$ cat src/rtl/player_ctl_nsong_if.sv
// Key, generator-bank and display signals of the N-song player controller.
interface player_ctl_nsong_if #(
  parameter int NUM_SONGS = 4,
  parameter int PIX_W     = 16
);
  logic                       start;
  logic                       stop;
  logic                       next_song;
  logic                       pre_song;
  logic [NUM_SONGS-1:0]       song_done;
  logic [NUM_SONGS-1:0]       frq_in;
  logic [NUM_SONGS*PIX_W-1:0] pixel_data;
  logic [NUM_SONGS-1:0]       song_en;
  logic [NUM_SONGS-1:0]       song_restart;
  logic                       frq;
  logic [PIX_W-1:0]           o_pixel_data;
  logic                       start_stop;
  logic [3:0]                 o_hex_data;

  modport master (
    output start, stop, next_song, pre_song,
    output song_done, frq_in, pixel_data,
    input  song_en, song_restart, frq,
    input  o_pixel_data, start_stop, o_hex_data
  );

  modport slave (
    input  start, stop, next_song, pre_song,
    input  song_done, frq_in, pixel_data,
    output song_en, song_restart, frq,
    output o_pixel_data, start_stop, o_hex_data
  );
endinterface

$ cat src/rtl/player_ctl_nsong.sv
// N-song player controller: play/pause/stop, next/prev navigation, output mux.
// Define AUTO_ADVANCE_EN to roll into the next song when a track ends.
module player_ctl_nsong #(
  parameter int NUM_SONGS = 4,
  parameter int SEL_W     = 2,
  parameter int PIX_W     = 16
) (
  input logic               clk,
  input logic               rst_n,
  player_ctl_nsong_if.slave bus
);

  typedef enum logic [1:0] {
    IDLE,
    PLAY,
    PAUSE,
    SWITCH
  } state_t;

  localparam logic [SEL_W-1:0] LAST =
    SEL_W'(NUM_SONGS - 1);
  localparam logic [NUM_SONGS-1:0] ONE =
    NUM_SONGS'(1);

  state_t               state, state_nx;
  logic [SEL_W-1:0]     idx, idx_nx;
  logic [SEL_W-1:0]     idx_up, idx_dn;
  logic [3:0]           keys, key_q, pulse;
  logic                 ev_stop, ev_start;
  logic                 ev_next, ev_pre, ev_done;
  logic [NUM_SONGS-1:0] en_q, rst_q;
  logic                 frq_q, ss_q;
  logic [PIX_W-1:0]     pix_q;

  assign keys = {bus.stop, bus.start,
                 bus.next_song, bus.pre_song};
  assign pulse = keys & ~key_q;

  // One winner per cycle: stop > start > next > pre > done.
  assign ev_stop  = pulse[3];
  assign ev_start = pulse[2] & ~pulse[3];
  assign ev_next  = pulse[1] & ~|pulse[3:2];
  assign ev_pre   = pulse[0] & ~|pulse[3:1];
  assign ev_done  = bus.song_done[idx] & ~|pulse;

  assign idx_up = (idx == LAST) ? '0 : idx + 1'b1;
  assign idx_dn = (idx == '0) ? LAST : idx - 1'b1;

  always_ff @(posedge clk or negedge rst_n) begin
    if (!rst_n) begin
      key_q <= '0;
      state <= IDLE;
      idx   <= '0;
    end else begin
      key_q <= keys;
      state <= state_nx;
      idx   <= idx_nx;
    end
  end

  always_comb begin
    state_nx = state;
    idx_nx   = idx;
    unique case (state)
      IDLE: begin
        if (ev_start) begin
          state_nx = SWITCH;
        end else if (ev_next) begin
          idx_nx = idx_up;
        end else if (ev_pre) begin
          idx_nx = idx_dn;
        end
      end
      SWITCH: state_nx = PLAY;
      PLAY: begin
        if (ev_stop) begin
          state_nx = PAUSE;
        end else if (ev_next) begin
          idx_nx   = idx_up;
          state_nx = SWITCH;
        end else if (ev_pre) begin
          idx_nx   = idx_dn;
          state_nx = SWITCH;
        end else if (ev_done) begin
`ifdef AUTO_ADVANCE_EN
          idx_nx   = idx_up;
          state_nx = SWITCH;
`else
          state_nx = IDLE;
`endif
        end
      end
      PAUSE: begin
        if (ev_stop) begin
          state_nx = IDLE;
        end else if (ev_start) begin
          state_nx = PLAY;
        end else if (ev_next) begin
          idx_nx   = idx_up;
          state_nx = IDLE;
        end else if (ev_pre) begin
          idx_nx   = idx_dn;
          state_nx = IDLE;
        end
      end
      default: state_nx = IDLE;
    endcase
  end

  // Enables track the next state so they line up with the state register.
  always_ff @(posedge clk or negedge rst_n) begin
    if (!rst_n) begin
      en_q  <= '0;
      rst_q <= '0;
      frq_q <= 1'b0;
      ss_q  <= 1'b0;
      pix_q <= '0;
    end else begin
      en_q  <= (state_nx == PLAY) ? (ONE << idx_nx) : '0;
      rst_q <= (state_nx == SWITCH) ? (ONE << idx_nx) : '0;
      frq_q <= (state == PLAY) & bus.frq_in[idx];
      ss_q  <= (state == PLAY);
      pix_q <= bus.pixel_data[int'(idx)*PIX_W +: PIX_W];
    end
  end

  assign bus.song_en      = en_q;
  assign bus.song_restart = rst_q;
  assign bus.frq          = frq_q;
  assign bus.start_stop   = ss_q;
  assign bus.o_pixel_data = pix_q;
  assign bus.o_hex_data   = 4'(idx) + 4'd1;

endmodule

$ cat src/flat_wrapper.sv
// flat-port wrapper written by rule: the top's interface ports become plain ports
module player_ctl_nsong_flat 
#(
  parameter int NUM_SONGS = 4,
  parameter int SEL_W     = 2,
  parameter int PIX_W     = 16
)
  (clk, rst_n, bus_start, bus_stop, bus_next_song, bus_pre_song, bus_song_done, bus_frq_in, bus_pixel_data, bus_song_en, bus_song_restart, bus_frq, bus_o_pixel_data, bus_start_stop, bus_o_hex_data);
  player_ctl_nsong_if #(.NUM_SONGS(NUM_SONGS), .PIX_W(PIX_W)) bus_i ();
  input logic clk;
  input logic rst_n;
  input wire logic [$bits(bus_i.start)-1:0] bus_start;
  input wire logic [$bits(bus_i.stop)-1:0] bus_stop;
  input wire logic [$bits(bus_i.next_song)-1:0] bus_next_song;
  input wire logic [$bits(bus_i.pre_song)-1:0] bus_pre_song;
  input wire logic [$bits(bus_i.song_done)-1:0] bus_song_done;
  input wire logic [$bits(bus_i.frq_in)-1:0] bus_frq_in;
  input wire logic [$bits(bus_i.pixel_data)-1:0] bus_pixel_data;
  output wire logic [$bits(bus_i.song_en)-1:0] bus_song_en;
  output wire logic [$bits(bus_i.song_restart)-1:0] bus_song_restart;
  output wire logic [$bits(bus_i.frq)-1:0] bus_frq;
  output wire logic [$bits(bus_i.o_pixel_data)-1:0] bus_o_pixel_data;
  output wire logic [$bits(bus_i.start_stop)-1:0] bus_start_stop;
  output wire logic [$bits(bus_i.o_hex_data)-1:0] bus_o_hex_data;
  assign bus_i.start = bus_start;
  assign bus_i.stop = bus_stop;
  assign bus_i.next_song = bus_next_song;
  assign bus_i.pre_song = bus_pre_song;
  assign bus_i.song_done = bus_song_done;
  assign bus_i.frq_in = bus_frq_in;
  assign bus_i.pixel_data = bus_pixel_data;
  assign bus_song_en = bus_i.song_en;
  assign bus_song_restart = bus_i.song_restart;
  assign bus_frq = bus_i.frq;
  assign bus_o_pixel_data = bus_i.o_pixel_data;
  assign bus_start_stop = bus_i.start_stop;
  assign bus_o_hex_data = bus_i.o_hex_data;
  player_ctl_nsong #(.NUM_SONGS(NUM_SONGS), .SEL_W(SEL_W), .PIX_W(PIX_W)) u_core (.clk(clk), .rst_n(rst_n), .bus(bus_i));
endmodule
$ cat config.mk
export PLATFORM = sky130hd
export DESIGN_NAME = player_ctl_nsong_flat
export DESIGN_NICKNAME = d
export VERILOG_FILES = /design/src/rtl/player_ctl_nsong_if.sv /design/src/rtl/player_ctl_nsong.sv /design/src/flat_wrapper.sv
export SDC_FILE = /design/constraint.sdc
export NUM_CORES = 1
export LEC_CHECK = 0
export ABC_CLOCK_PERIOD_IN_PS = 2300
export CAP_MARGIN = 10
export CORE_UTILIZATION = 35
export DETAILED_ROUTE_END_ITERATION = 6
export GPL_ROUTABILITY_DRIVEN = 0
export PLACE_DENSITY = 0.79
export SLEW_MARGIN = 20
export SYNTH_ARGS = -nofsm -noshare
export SYNTH_HDL_FRONTEND = slang
export SYNTH_SLANG_ARGS = --single-unit
export TNS_END_PERCENT = 100
$ cat constraint.sdc
create_clock -name clk -period 2.3 [get_ports clk]
set_input_delay 0.23 -clock clk [delete_from_list [all_inputs] [get_ports clk]]
set_output_delay 0.23 -clock clk [all_outputs]
set_load 0.02 [all_outputs]
# ---- Word level (Yosys, flattened, before mapping)
# Index checks and enable logic that the tools add are counted.
dict set report word_totals {
  regBits 34
  input_bits 78
  output_inout_bits 30
  word_cells 60
}
dict set report classes {
  addsub 3
  n_lt_le_gt_ge 1
  n_eq_ne 6
  n_shift 2
  muxes 24
  bitwise 8
  n_reduce_logical 8
}
# operator n
set op_table {}
lappend op_table {{64-bit by 7-bit indexed part select with 16-bit output} 1}
lappend op_table {{2-bit 2-to-1 mux} 16}
lappend op_table {{2-bit == test, second input constant} 4}
lappend op_table {{4-bit 2-to-1 mux} 2}
lappend op_table {{2-bit case mux with 4 select lines} 1}
lappend op_table {{2-bit case mux with 3 select lines} 1}
lappend op_table {{1-bit AND} 5}
lappend op_table {{4-bit AND} 1}
lappend op_table {{1-bit binary-select mux with 2-bit select} 2}
lappend op_table {{2-bit by 1-bit == test with 1-bit output, second input constant} 2}
lappend op_table {{2-bit logical NOT} 2}
lappend op_table {{4-bit inverter} 1}
lappend op_table {{4-bit OR reduction} 1}
lappend op_table {{1-bit by 2-bit << shifter with 4-bit output, first input constant} 1}
lappend op_table {{2-bit by 1-bit adder with 3-bit output, second input constant} 1}
lappend op_table {{1-bit logical NOT} 3}
lappend op_table {{2-bit by 3-bit < comparator with 1-bit output, second input constant} 1}
lappend op_table {{3-bit OR reduction} 1}
lappend op_table {{2-bit by 1-bit adder with 2-bit output, second input constant} 1}
lappend op_table {{1-bit 2-to-1 mux} 2}
lappend op_table {{2-bit OR reduction} 1}
lappend op_table {{2-bit by 1-bit subtractor with 2-bit output, second input constant} 1}
lappend op_table {{1-bit inverter} 1}

# ---- Logic depth before layout (Yosys ltp)
# Gate-level depths: netlist of the first run.
dict set report logic_depth {
  ltp_word 12
  depth_mapped 9
  ltp_nobuf 7
}

# ---- Worst setup path after synthesis of the first run
# OpenSTA, ideal clock, no wires.
dict set report synth_timing {
  path_kind {register to register}
  from {reg u_core.idx[1]}
  to {reg u_core.rst_q[1], in the netlist u_core.bus.song_restart[1]}
  t_arrival_ns 1.965
  required_ns 2.228
  setup_slack_ns 0.263
  path_stages_with_launch 10
  n_path_buf 2
  synth_period_minus_slack_ns 2.037
  cell_sequence {dfrtp_1 > buf_2 > buf_1 > inv_1 > ha_1 > nand3b_1 > mux2i_1 > a2bb2oi_2 > nand2b_1 > nor2_1}
}
# item line_no
set synth_lines {}
lappend synth_lines {{from (decl)} player_ctl_nsong.sv:26} ;# logic [SEL_W-1:0] idx, idx_nx;
lappend synth_lines {{from (signal assigned)} player_ctl_nsong.sv:57} ;# idx <= idx_nx;
lappend synth_lines {{2-bit by 1-bit subtractor with 2-bit output or 2-bit logical NOT (tied branches)} player_ctl_nsong.sv:47} ;# assign idx_dn = (idx == '0) ? LAST : idx - 1'b1;
lappend synth_lines {{2-bit 2-to-1 mux} player_ctl_nsong.sv:47}
lappend synth_lines {{2-bit 2-to-1 mux} {player_ctl_nsong.sv:70, player_ctl_nsong.sv:81, player_ctl_nsong.sv:101}}
lappend synth_lines {{2-bit 2-to-1 mux} player_ctl_nsong.sv:78} ;# end else if (ev_next) begin
lappend synth_lines {{2-bit 2-to-1 mux} player_ctl_nsong.sv:96} ;# end else if (ev_start) begin
lappend synth_lines {{2-bit 2-to-1 mux} player_ctl_nsong.sv:94} ;# if (ev_stop) begin
lappend synth_lines {{2-bit case mux with 3 select lines *} player_ctl_nsong.sv:64} ;# unique case (state)
lappend synth_lines {{named net u_core.idx_nx[1]} player_ctl_nsong.sv:26}
lappend synth_lines {{1-bit by 2-bit << shifter with 4-bit output *} player_ctl_nsong.sv:120} ;# rst_q <= (state_nx == SWITCH) ? (ONE << idx_nx) : '0;
lappend synth_lines {{4-bit 2-to-1 mux *} player_ctl_nsong.sv:120}
lappend synth_lines {{to (signal assigned)} player_ctl_nsong.sv:120}
lappend synth_lines {{to (decl)} player_ctl_nsong.sv:31} ;# logic [NUM_SONGS-1:0] en_q, rst_q;
# The timed path passes the listed nets; every way through them passes the cells marked *. The select of a mux whose other input is x is not followed.

# ---- Worst setup path after layout of the first run
dict set report layout_timing {
  from {reg u_core.idx[1]}
  to {out bus_o_hex_data[1]}
}
dict set report layout_via {
  elab_chain_len 1
}
# item line_no
set layout_lines {}
lappend layout_lines {{2-bit by 1-bit adder with 3-bit output} player_ctl_nsong.sv:132} ;# assign bus.o_hex_data = 4'(idx) + 4'd1;
lappend layout_lines {{to (decl)} flat_wrapper.sv:24} ;# output wire logic [$bits(bus_i.o_hex_data)-1:0] bus_o_hex_data;
# No other way between the ends.

==> out/qor.csv, run 1 <==
metric,value,unit
status,completed,
synth.avg_cell_area,14.5,µm²
die_area,4870,µm²
nNetsFinal,303,
dp_hpwl,3260,µm
syn2layout_area_growth,75.7,%
port-buffer-count,106,
worstMarginPinSlew,0.741,ns
worst-endpoint-arrival,1.78,ns
io_pins,108,
clk_path_buf_depth,2,
crit_family,buffers and inverters,
viasPerCell,4.90,
post_cts_buffers,0,
cts_sinks,34,
clk_pin_slew,0.07,ns
slew_headroom,50.6,%
grt_overflow,0,
hold_violations,0,
fin_util,64.4,%
timing.rr.start,u_core.idx[0],
finalHoldWorstSlack,0.00392,ns
crit_fanout,6,
grt_max_degree,35,
grt_pass1_wl,6710,µm
synth.area.top_cells,"dfrtp_1, mux4_2, nor2_1, nand2b_1, nor2b_1",
multi_input_area,714,µm²
ir_drop,0.565,mV
max_freq,0.498,GHz
fin_tns_setup,0,ns
yosysWarnings,0,
intPower,1.98,mW
cp.required,2.07,ns
drc,0,
min_path_type,in2async,
reg2reg_depth,5,
yosysUniqueCellTypes,29,
post-route-period-util,87.3,%
path_cells,"inv_1, ha_1, clkdlybuf4s50_1",
wl_per_cell,14.5,µm
postRouteAntennaNets,0,
max_cap_violations,0,
path_class,reg2out,
cp-startpoint,u_core.idx[1],
drt-total-wl,3990,µm
placed_cell_area,2730,µm²
switching_share,35.3,%
hold_buffers,0,
cts_tree,yes,
fillers,368,
vias,1353,
die_w,69.8,µm
dieHeight,69.8,µm
cellPowerDensity,1080,nW/µm²
antenna_found_initial,0,
comb_power_share,54.7,%
syn-cell-area,1610,µm²
power_frac_seq,30.5,%
syn-num-nets,191,
rows,24,
endpoint_kind,primary output,
p_leak,1.15,nW
coreArea,4380,µm²
cts-resized-gates,0,
drv_slew,0,
regArea,851,µm²
root_buffer,clkbuf_8,
grt_pass1_vias,1458,
min_period,2.01,ns
stdcell_count,276,
drive_above_1_share,15.2,%
clkLatencyLatePin,0.28,ns
cts_inserted_buffers,5,
timing.critical_path.buf_inv,2,
rsz0062_at_grt,false,
start_util,36.6,%
synth_top_cell_area_share,53.0,%
dp_cells,268,
skew,0.00513,ns
drtIter0Drc,39,
diodes,0,
syn_inst,111,
p_total,3.05,mW
setup_viol,0,
cp-start-kind,register,
fin_area,2820,µm²
yosys_register_bits,34,
place_ws,0.334,ns
synth_largest_area_cell,dfrtp_1,
clkPwrFrac,14.8,%
power_switching,1.08,mW
grt_use_total,18.0,%
setup_ws,0.293,ns
seq_area_frac_synth,53.0,%
max_stage_delay,0.61,ns
slowest_stage,clkdlybuf4s50_1,
cts_htree_levels,2,
r2r_setup_slack,0.58,ns
rr_endpoint,u_core.bus.song_en[2],
first_pass_iters,4,
[synth_stat cells]
cell type and n:
a211oi_1 1, and2_1 1, ha_1 2, nor2_1 11
mux4_2 18, buf_1 1, a21oi_1 3, o2111a_1 1
o31a_1 1, nor2b_1 5, nor4_1 1, conb_1 1
and3_1 1, dfrtp_1 34, o21ai_0 1, a22oi_2 1
o21ai_1 1, nand3b_1 1, buf_4 1, buf_2 3
nand2_1 7, a2bb2oi_2 1, o22ai_2 1, inv_2 1
o31ai_1 1, nand2b_1 6, mux2i_1 1, inv_1 3
o211ai_1 1
[metal layers]
metal	vias to the layer above	routed length (µm)	track usage [%]
met5	-	0	0
met4	0	53	6.00
met3	5	261	4.80
met2	64	2150	31.7
met1	655	1530	21.4
li1	629	-	-
[sequential cells by signal, summed over array words and instances, names as in the netlist]
signal,flops
u_core.bus.start_stop,1
u_core.bus.song_en,4
u_core.bus.song_restart,4
u_core.state,2
u_core.bus.o_pixel_data,16
u_core.idx,2
u_core.bus.frq,1
u_core.key_q,4
[worst register-to-register path, stage by stage (launching register included)]
cell and delay, ns:
dfrtp_1 0.44, mux4_2 0.55, o31a_1 0.32, o22ai_2 0.14, nand2_1 0.09, nor2_1 0.11
[how the worst max path moves through the flow]
stage,end,slack (ns),depth (start not counted)
finish,bus_o_hex_data[1],0.29,3
global route,bus_o_hex_data[2],0.18,3
CTS,bus_o_hex_data[2],0.27,3
detailed placement,u_core.bus.song_en[2],0.33,7
global placement,u_core.bus.song_restart[2],0.39,7
floorplan,u_core.bus.song_restart[1],0.26,9
[cells in the final DEF (no fill, tap or decap), types with 2 or more instances in the layout]
| master | netlist | routed |
|---|---|---|
| a21oi_1 | 3 | 3 |
| buf_4 | 1 | 4 |
| clkbuf_8 | 0 | 6 |
| clkdlybuf4s50_1 | 0 | 105 |
| dfrtp_1 | 34 | 34 |
| ha_1 | 2 | 2 |
| inv_1 | 3 | 3 |
| mux4_2 | 18 | 18 |
| nand2_1 | 7 | 7 |
| nand2b_1 | 6 | 6 |
| nor2_1 | 11 | 11 |
| nor2b_1 | 5 | 5 |
[area by class of cell]
type	count	area share (%)
repair buffers	110	38.5
flip-flops and latches	34	30.1
multi-input cells	68	25.3
clock buffers	7	3.06
well taps	52	2.30
inverters	4	0.532
clock inverters	1	0.177
[cells by family after synthesis]
logic type,Yosys count,synth area share (%)
compound gates,13,6.70
fa+ha+maj,2,1.56
buf+inv,9,2.57
flops,34,53.0
mux,19,25.9
other cells,1,0.233
simple gates,33,10.1
[power by group through the flow]
| stage | registers (mW) | clock network, mW | logic (mW) |
|---|---|---|---|
| 2_1_floorplan | 1.16 | 0 | 0.724 |
| 3_3_place_gp | 0.939 | 0 | 1.67 |
| 3_5_place_dp | 0.950 | 0 | 1.69 |
| 4_1_cts | 0.938 | 0.463 | 1.69 |
| 5_1_grt | 0.959 | 0.501 | 1.79 |
| 6_report | 0.932 | 0.452 | 1.67 |
No activity file was read; power rests on OpenSTA's default activity.
==> inputs of run 2 (changes only) <==
--- a/config.mk
+++ b/config.mk
@@ -5,12 +5,13 @@
 export SDC_FILE = /design/constraint.sdc
 export NUM_CORES = 1
 export LEC_CHECK = 0
+export ABC_AREA = 1
 export ABC_CLOCK_PERIOD_IN_PS = 2300
 export CAP_MARGIN = 10
-export CORE_UTILIZATION = 35
+export CORE_UTILIZATION = 37
 export DETAILED_ROUTE_END_ITERATION = 6
 export GPL_ROUTABILITY_DRIVEN = 0
-export PLACE_DENSITY = 0.79
+export PLACE_DENSITY = 0.8
 export SLEW_MARGIN = 20
 export SYNTH_ARGS = -nofsm -noshare
 export SYNTH_HDL_FRONTEND = slang
==> out/qor.csv, run 2 <==
metric,value,unit,change
fin_area,2970,µm²,+5.2%
worst-endpoint-arrival,1.82,ns,+0.04 ns
skew,0.00332,ns,-0.00182 ns
crit_fanout,38,,+32
drc,8,,+8
cts_sinks,34,,unchanged
syn-cell-area,1780,µm²,+11%
syn2layout_area_growth,66.9,%,
max_stage_delay,0.61,ns,about the same
min_period,2.05,ns,+0.0395 ns
clk_pin_slew,0.06,ns,about the same
fin_tns_setup,0,ns,unchanged
synthSimpleGateAreaFrac,22.6,%,+13 points
comb_power_share,59.8,%,+5.1 points
root_buffer,clkbuf_8,,
cts_htree_levels,2,,unchanged
reg2reg_depth,7,,+2
synth_top_cell_area_share,47.8,%,-5.1 points
antenna_found_initial,0,,unchanged
syn-num-nets,300,,+57%
grt_max_degree,39,,+11%
syn_inst,220,,+98%
setup_viol,0,,unchanged
coreArea,4470,µm²,+2.1%
largest_reg_flops,16,,unchanged
cp.required,2.07,ns,about the same
stdcell_count,377,,+37%
synth.avg_cell_area,8.09,µm²,-44%
clkPwrFrac,14.2,%,-0.6 points
cts_inserted_buffers,5,,unchanged
post_cts_buffers,0,,unchanged
hold_violations,0,,unchanged
synth_common_cells,"nor2_1, dfrtp_1, o21ai_0, nand2_1, o22ai_1",,
grt_use_total,20.7,%,+2.7 points
die_area,5090,µm²,+4.6%
grt_pass1_wl,8140,µm,+21%
status,"complete, but fails checks",,
synth_mux_area_share,0,%,-26 points
power_frac_seq,26.0,%,-4.5 points
rows,24,,unchanged
postRouteAntennaNets,0,,unchanged
p_total,3.59,mW,+17%
fillers,376,,+2.2%
clk_path_buf_depth,2,,unchanged
hold_buffers,0,,unchanged
nNetsFinal,404,,+33%
max_cap_violations,0,,unchanged
drt-total-wl,4910,µm,+23%
yosysUniqueCellTypes,28,,-3.4%
synth_flop_cell,dfrtp_1,,
regArea,851,µm²,unchanged
switching_share,42.3,%,+7.1 points
drtIter0Drc,75,,+92%
cts-resized-gates,0,,unchanged
placed_cell_area,2860,µm²,+4.7%
slew_headroom,50.6,%,about the same
post-route-period-util,89.0,%,+1.7 points
cellPowerDensity,1210,nW/µm²,+12%
max_freq,0.489,GHz,-1.9%
rsz0062_at_grt,false,,
yosysMostFrequentCell,nor2_1,,
viasPerCell,4.99,,+1.8%
start_util,39.8,%,+3.1 points
ir_drop,0.489,mV,-14%
async_reset_ff_share,100,%,unchanged
p_leak,1.27,nW,+11%
synth_compound_area_share,20.7,%,+14 points
io_pins,108,,unchanged
synth.area.top_cells,"dfrtp_1, nor2_1, o21ai_0, o22ai_1, nand2_1",,
yosys_register_bits,34,,unchanged
intPower,2.07,mW,+4.7%
dieHeight,71.3,µm,+2.3%
die_w,71.3,µm,+2.3%
synth_edf_count,0,,unchanged
final_common_cell,clkdlybuf4s50_1,,
path_cells,"buf_4, ha_1, clkdlybuf4s50_1",,
power_switching,1.52,mW,+41%
wl_per_cell,13.0,µm,-9.9%
dp_cells,369,,+38%
worstMarginPinSlew,0.741,ns,-0.000606 ns
clkLatencyLatePin,0.28,ns,about the same
path_class,reg2out,,
violations,design-rule violations,,
slowest_stage,clkdlybuf4s50_1,,
first_pass_iters,7,,+3
grt_overflow,0,,unchanged
multi_input_area,800,µm²,+12%
vias,1882,,+39%
port-buffer-count,106,,unchanged
cp-start-kind,register,,
synth_xor_area_share,0,%,unchanged
cts_tree,yes,,
diodes,0,,unchanged
layout_common_cells,"clkdlybuf4s50_1, nor2_1, dfrtp_1",,
synth_fa_ha_area_share,1.41,%,-0.15 points
grt_pass1_vias,1874,,+29%
endpoint_kind,primary output,,
seq_area_frac_synth,47.8,%,-5.1 points
drive_above_1_share,10.8,%,-4.4 points
min_path_type,in2async,,
finalHoldWorstSlack,0.00785,ns,+0.00393 ns
synth_top_family_by_area,simple AND/OR/NAND/NOR gates,,
drv_slew,0,,unchanged
dp_hpwl,3610,µm,+11%
yosysWarnings,0,,unchanged
synth_largest_area_cell,dfrtp_1,,
==> run 2: changes by cell type in the layout (fill, tap and decap cells not counted), sizes merged, moves of 9 or more <==
cell   delta
inv       +9
mux4     -18
nand2    +18
nand3     +9
nor2     +47
o21ai    +39
o22ai    +15
==> run 2: power by group through the flow <==
stage	clock network [mW]	logic [mW]	registers [mW]
2_1_floorplan	0	1.05	1.22
3_3_place_gp	0	2.11	0.941
3_5_place_dp	0	2.15	0.947
4_1_cts	0.522	2.16	0.936
5_1_grt	0.553	2.35	0.957
6_report	0.510	2.14	0.932
==> run 2: cells by family after synthesis <==
group           count (synthesis)
simple gates                   93
fa+ha+maj                       2
flops                          34
compound gates                 62
buf+inv                        28
other cells                     1
==> run 2: stage by stage <==
step | utilization, % | worst slack, ns
after floorplan | - | 0.471
after global placement | 63.9 | 0.567
after detailed placement | 63.9 | 0.544
after CTS | 66.4 | 0.231
after global routing | 66.4 | 0.147
final | 66.4 | 0.253
==> run 2: final cells by class <==
| cell class | count | share of cell area, % |
|---|---|---|
| Sequential cell | 34 | 28.7 |
| Multi-Input combinational cell | 158 | 26.9 |
| Tap cell | 52 | 2.19 |
| Timing Repair Buffer | 110 | 36.6 |
| Inverter | 15 | 1.94 |
| Clock buffer | 8 | 3.71 |
==> run 2: per-layer routing <==
| metal | track usage, % | share of wire (%) |
|---|---|---|
| met1 | 23.7 | 40 |
| met2 | 36.5 | 48 |
| met3 | 5.34 | 9.7 |
| met4 | 9.33 | 2.3 |
| met5 | 0 | 0 |
==> run 2: worst paths after layout <==
| check | endpoint | slack [ns] | start |
|---|---|---|---|
| worst max-delay path | bus_o_hex_data[2] | 0.25 | u_core.idx[0] |
| worst min-delay path | u_core.bus.song_en[1] | 0.008 | rst_n |
| worst max register to register | u_core.bus.song_en[3] | 0.72 | u_core.idx[0] |
| worst min register to register | u_core.bus.start_stop | 0.60 | u_core.state[1] |
| max in group asynchronous | u_core.bus.song_restart[0] | 1.81 | rst_n |
| min in group clk | u_core.key_q[2] | 0.43 | bus_start |
==> run 2: worst max-delay path: cells and delay by family (launching register included) <==
| family | cells | cell delay [ns] |
|---|---|---|
| buffers and inverters | 2 | 0.95 |
| DFF | 1 | 0.34 |
| adders and majority gates | 1 | 0.24 |
==> inputs of run 3 (changes only) <==
--- a/config.mk
+++ b/config.mk
@@ -6,12 +6,12 @@
 export NUM_CORES = 1
 export LEC_CHECK = 0
 export ABC_AREA = 1
-export ABC_CLOCK_PERIOD_IN_PS = 2300
+export ABC_CLOCK_PERIOD_IN_PS = 1950
 export CAP_MARGIN = 10
 export CORE_UTILIZATION = 37
 export DETAILED_ROUTE_END_ITERATION = 6
 export GPL_ROUTABILITY_DRIVEN = 0
-export PLACE_DENSITY = 0.8
+export PLACE_DENSITY = 0.83
 export SLEW_MARGIN = 20
 export SYNTH_ARGS = -nofsm -noshare
 export SYNTH_HDL_FRONTEND = slang
==> constraint.sdc (replaced) <==
create_clock -name clk -period 1.95 [get_ports clk]
set_input_delay 0.195 -clock clk [delete_from_list [all_inputs] [get_ports clk]]
set_output_delay 0.195 -clock clk [all_outputs]
set_load 0.02 [all_outputs]
==> out/qor.csv, run 3 (synthesis results as in run 2) <==
metric,value,unit,change
cts_sinks,34,,unchanged
post-route-period-util,93.5,%,
status,"complete, but fails checks",,
min_path_type,in2reg,,
viasPerCell,4.86,,-2.6%
hold_start,bus_start,,
holdPathEnd,u_core.key_q[2],,
cts_htree_levels,2,,unchanged
rows,24,,unchanged
vias,1853,,-1.5%
final_common_cell,clkdlybuf4s50_1,,
min_period,1.82,ns,
largest_reg_flops,16,,unchanged
drive_above_1_share,11.6,%,+0.78 points
placed_cell_area,2880,µm²,+0.79%
hold_violations,0,,unchanged
coreArea,4470,µm²,unchanged
stdcell_count,381,,+1.1%
rsz0062_at_grt,false,,
endpoint_kind,primary output,,
violations,design-rule violations,,
syn2layout_area_growth,68.9,%,
wl_per_cell,13.0,µm,-0.53%
cp-start-kind,register,,
timing.rr.start,u_core.idx[0],,
worst-endpoint-arrival,1.63,ns,-0.19 ns
layout_common_cells,"clkdlybuf4s50_1, nor2_1, dfrtp_1",,
place_ws,0.265,ns,-0.280 ns
nNetsFinal,408,,+0.99%
drc,7,,-1
post_cts_buffers,0,,unchanged
multi_input_area,800,µm²,unchanged
path_class,reg2out,,
drv_slew,0,,unchanged
dieHeight,71.3,µm,unchanged
cp-startpoint,u_core.idx[0],,
die_area,5090,µm²,unchanged
cellPowerDensity,1440,nW/µm²,+19%
rr_endpoint,u_core.bus.song_restart[1],,
setup_viol,0,,unchanged
reg2reg_depth,8,,+1
dp_hpwl,3830,µm,+6.0%
max_freq,0.548,GHz,
drtIter0Drc,70,,-6.7%
clkLatencyLatePin,0.28,ns,about the same
dp_cells,372,,+0.81%
grt_use_total,21.3,%,+0.60 points
antenna_found_initial,0,,unchanged
max_cap_violations,0,,unchanged
hold_depth,1,,
diodes,0,,unchanged
fin_tns_setup,0,ns,unchanged
fin_area,3010,µm²,+1.2%
drt-total-wl,4940,µm,+0.53%
finalHoldWorstSlack,0.401,ns,+0.393 ns
postRouteAntennaNets,0,,unchanged
ir_drop,0.577,mV,+18%
first_pass_iters,6,,-1
grt_pass1_wl,8420,µm,+3.5%
worstMarginPinSlew,0.751,ns,+0.0105 ns
p_leak,1.31,nW,+3.4%
setup_ws,0.126,ns,-0.127 ns
clk_path_buf_depth,2,,unchanged
slew_headroom,49.9,%,-0.70 points
grt_pass1_vias,1851,,-1.2%
skew,0.00202,ns,-0.00130 ns
clk_pin_slew,0.07,ns,about the same
start_util,39.8,%,unchanged
cp.required,1.75,ns,-0.32 ns
root_buffer,clkbuf_8,,
r2r_setup_slack,0.39,ns,-0.33 ns
cts_inserted_buffers,5,,unchanged
grt_overflow,0,,unchanged
grt_max_degree,35,,-10%
crit_fanout,14,,-63%
port-buffer-count,106,,unchanged
fillers,374,,-0.53%
io_pins,108,,unchanged
die_w,71.3,µm,unchanged
cts_tree,yes,,
regArea,851,µm²,unchanged
run 3: cell count changes in the layout (fill, tap and decap cells not counted), sizes merged:
cell,previous run,this run
dlygate4sd3,0,1
clkdlybuf4s50,105,103
dlymetal6s2s,0,2
buf,5,8
bufinv,0,1
clkbuf,8,5
clkinv,2,4
run 3: final cells by class:
class / count / area share [%]
repair buffers: 114 / 37.4
inverters: 15 / 1.92
clock inverters: 3 / 1.33
multi-input cells: 158 / 26.6
well taps: 52 / 2.16
clock buffers: 5 / 2.29
flip-flops and latches: 34 / 28.3
run 3: how the worst max path moves through the flow:
stage | to | slack (ns)
2_1_floorplan | u_core.bus.song_en[0] | 0.12
3_3_place_gp | u_core.bus.song_en[1] | 0.33
3_5_place_dp | u_core.bus.song_restart[1] | 0.26
4_1_cts | bus_o_hex_data[1] | 0.009
5_1_grt | bus_o_hex_data[0] | 0.05
6_report | bus_o_hex_data[0] | 0.13
run 3: per-stage QoR:
stage                     util [%]  total power, mW
after floorplan                  -             2.67
after global placement        64.4             3.67
after CTS                     67.1             4.37
after global routing          67.2             4.66
final                         67.2             4.33
after detailed placement      64.4             3.73
run 3: where the power goes:
group          internal [mW]  switching, mW  leakage (nW)
logic                   1.12           1.47         0.839
clock network          0.376          0.252        0.0579
registers              0.999          0.111         0.418
run 3: routing by layer:
layer	wire length (µm)	GRT usage (%)	vias to the layer above
met3	410	5.20	9
met2	2400	37.2	75
met4	107	8.22	0
met5	0	0	-
li1	-	-	941
met1	2020	25.4	828
run 3: what timing repair did:
item / CTS / global route
setup endpoints to repair: 0 / 2
endpoints found under the hold margin: 33 / 0
hold buffers: 1 / 0
resized for setup: 0 / 2
run 3: critical path: stages, from the launching register on:
cell and delay [ns]:
dfrtp_1 0.40, inv_1 0.11, buf_4 0.21, clkdlybuf4s50_1 0.63
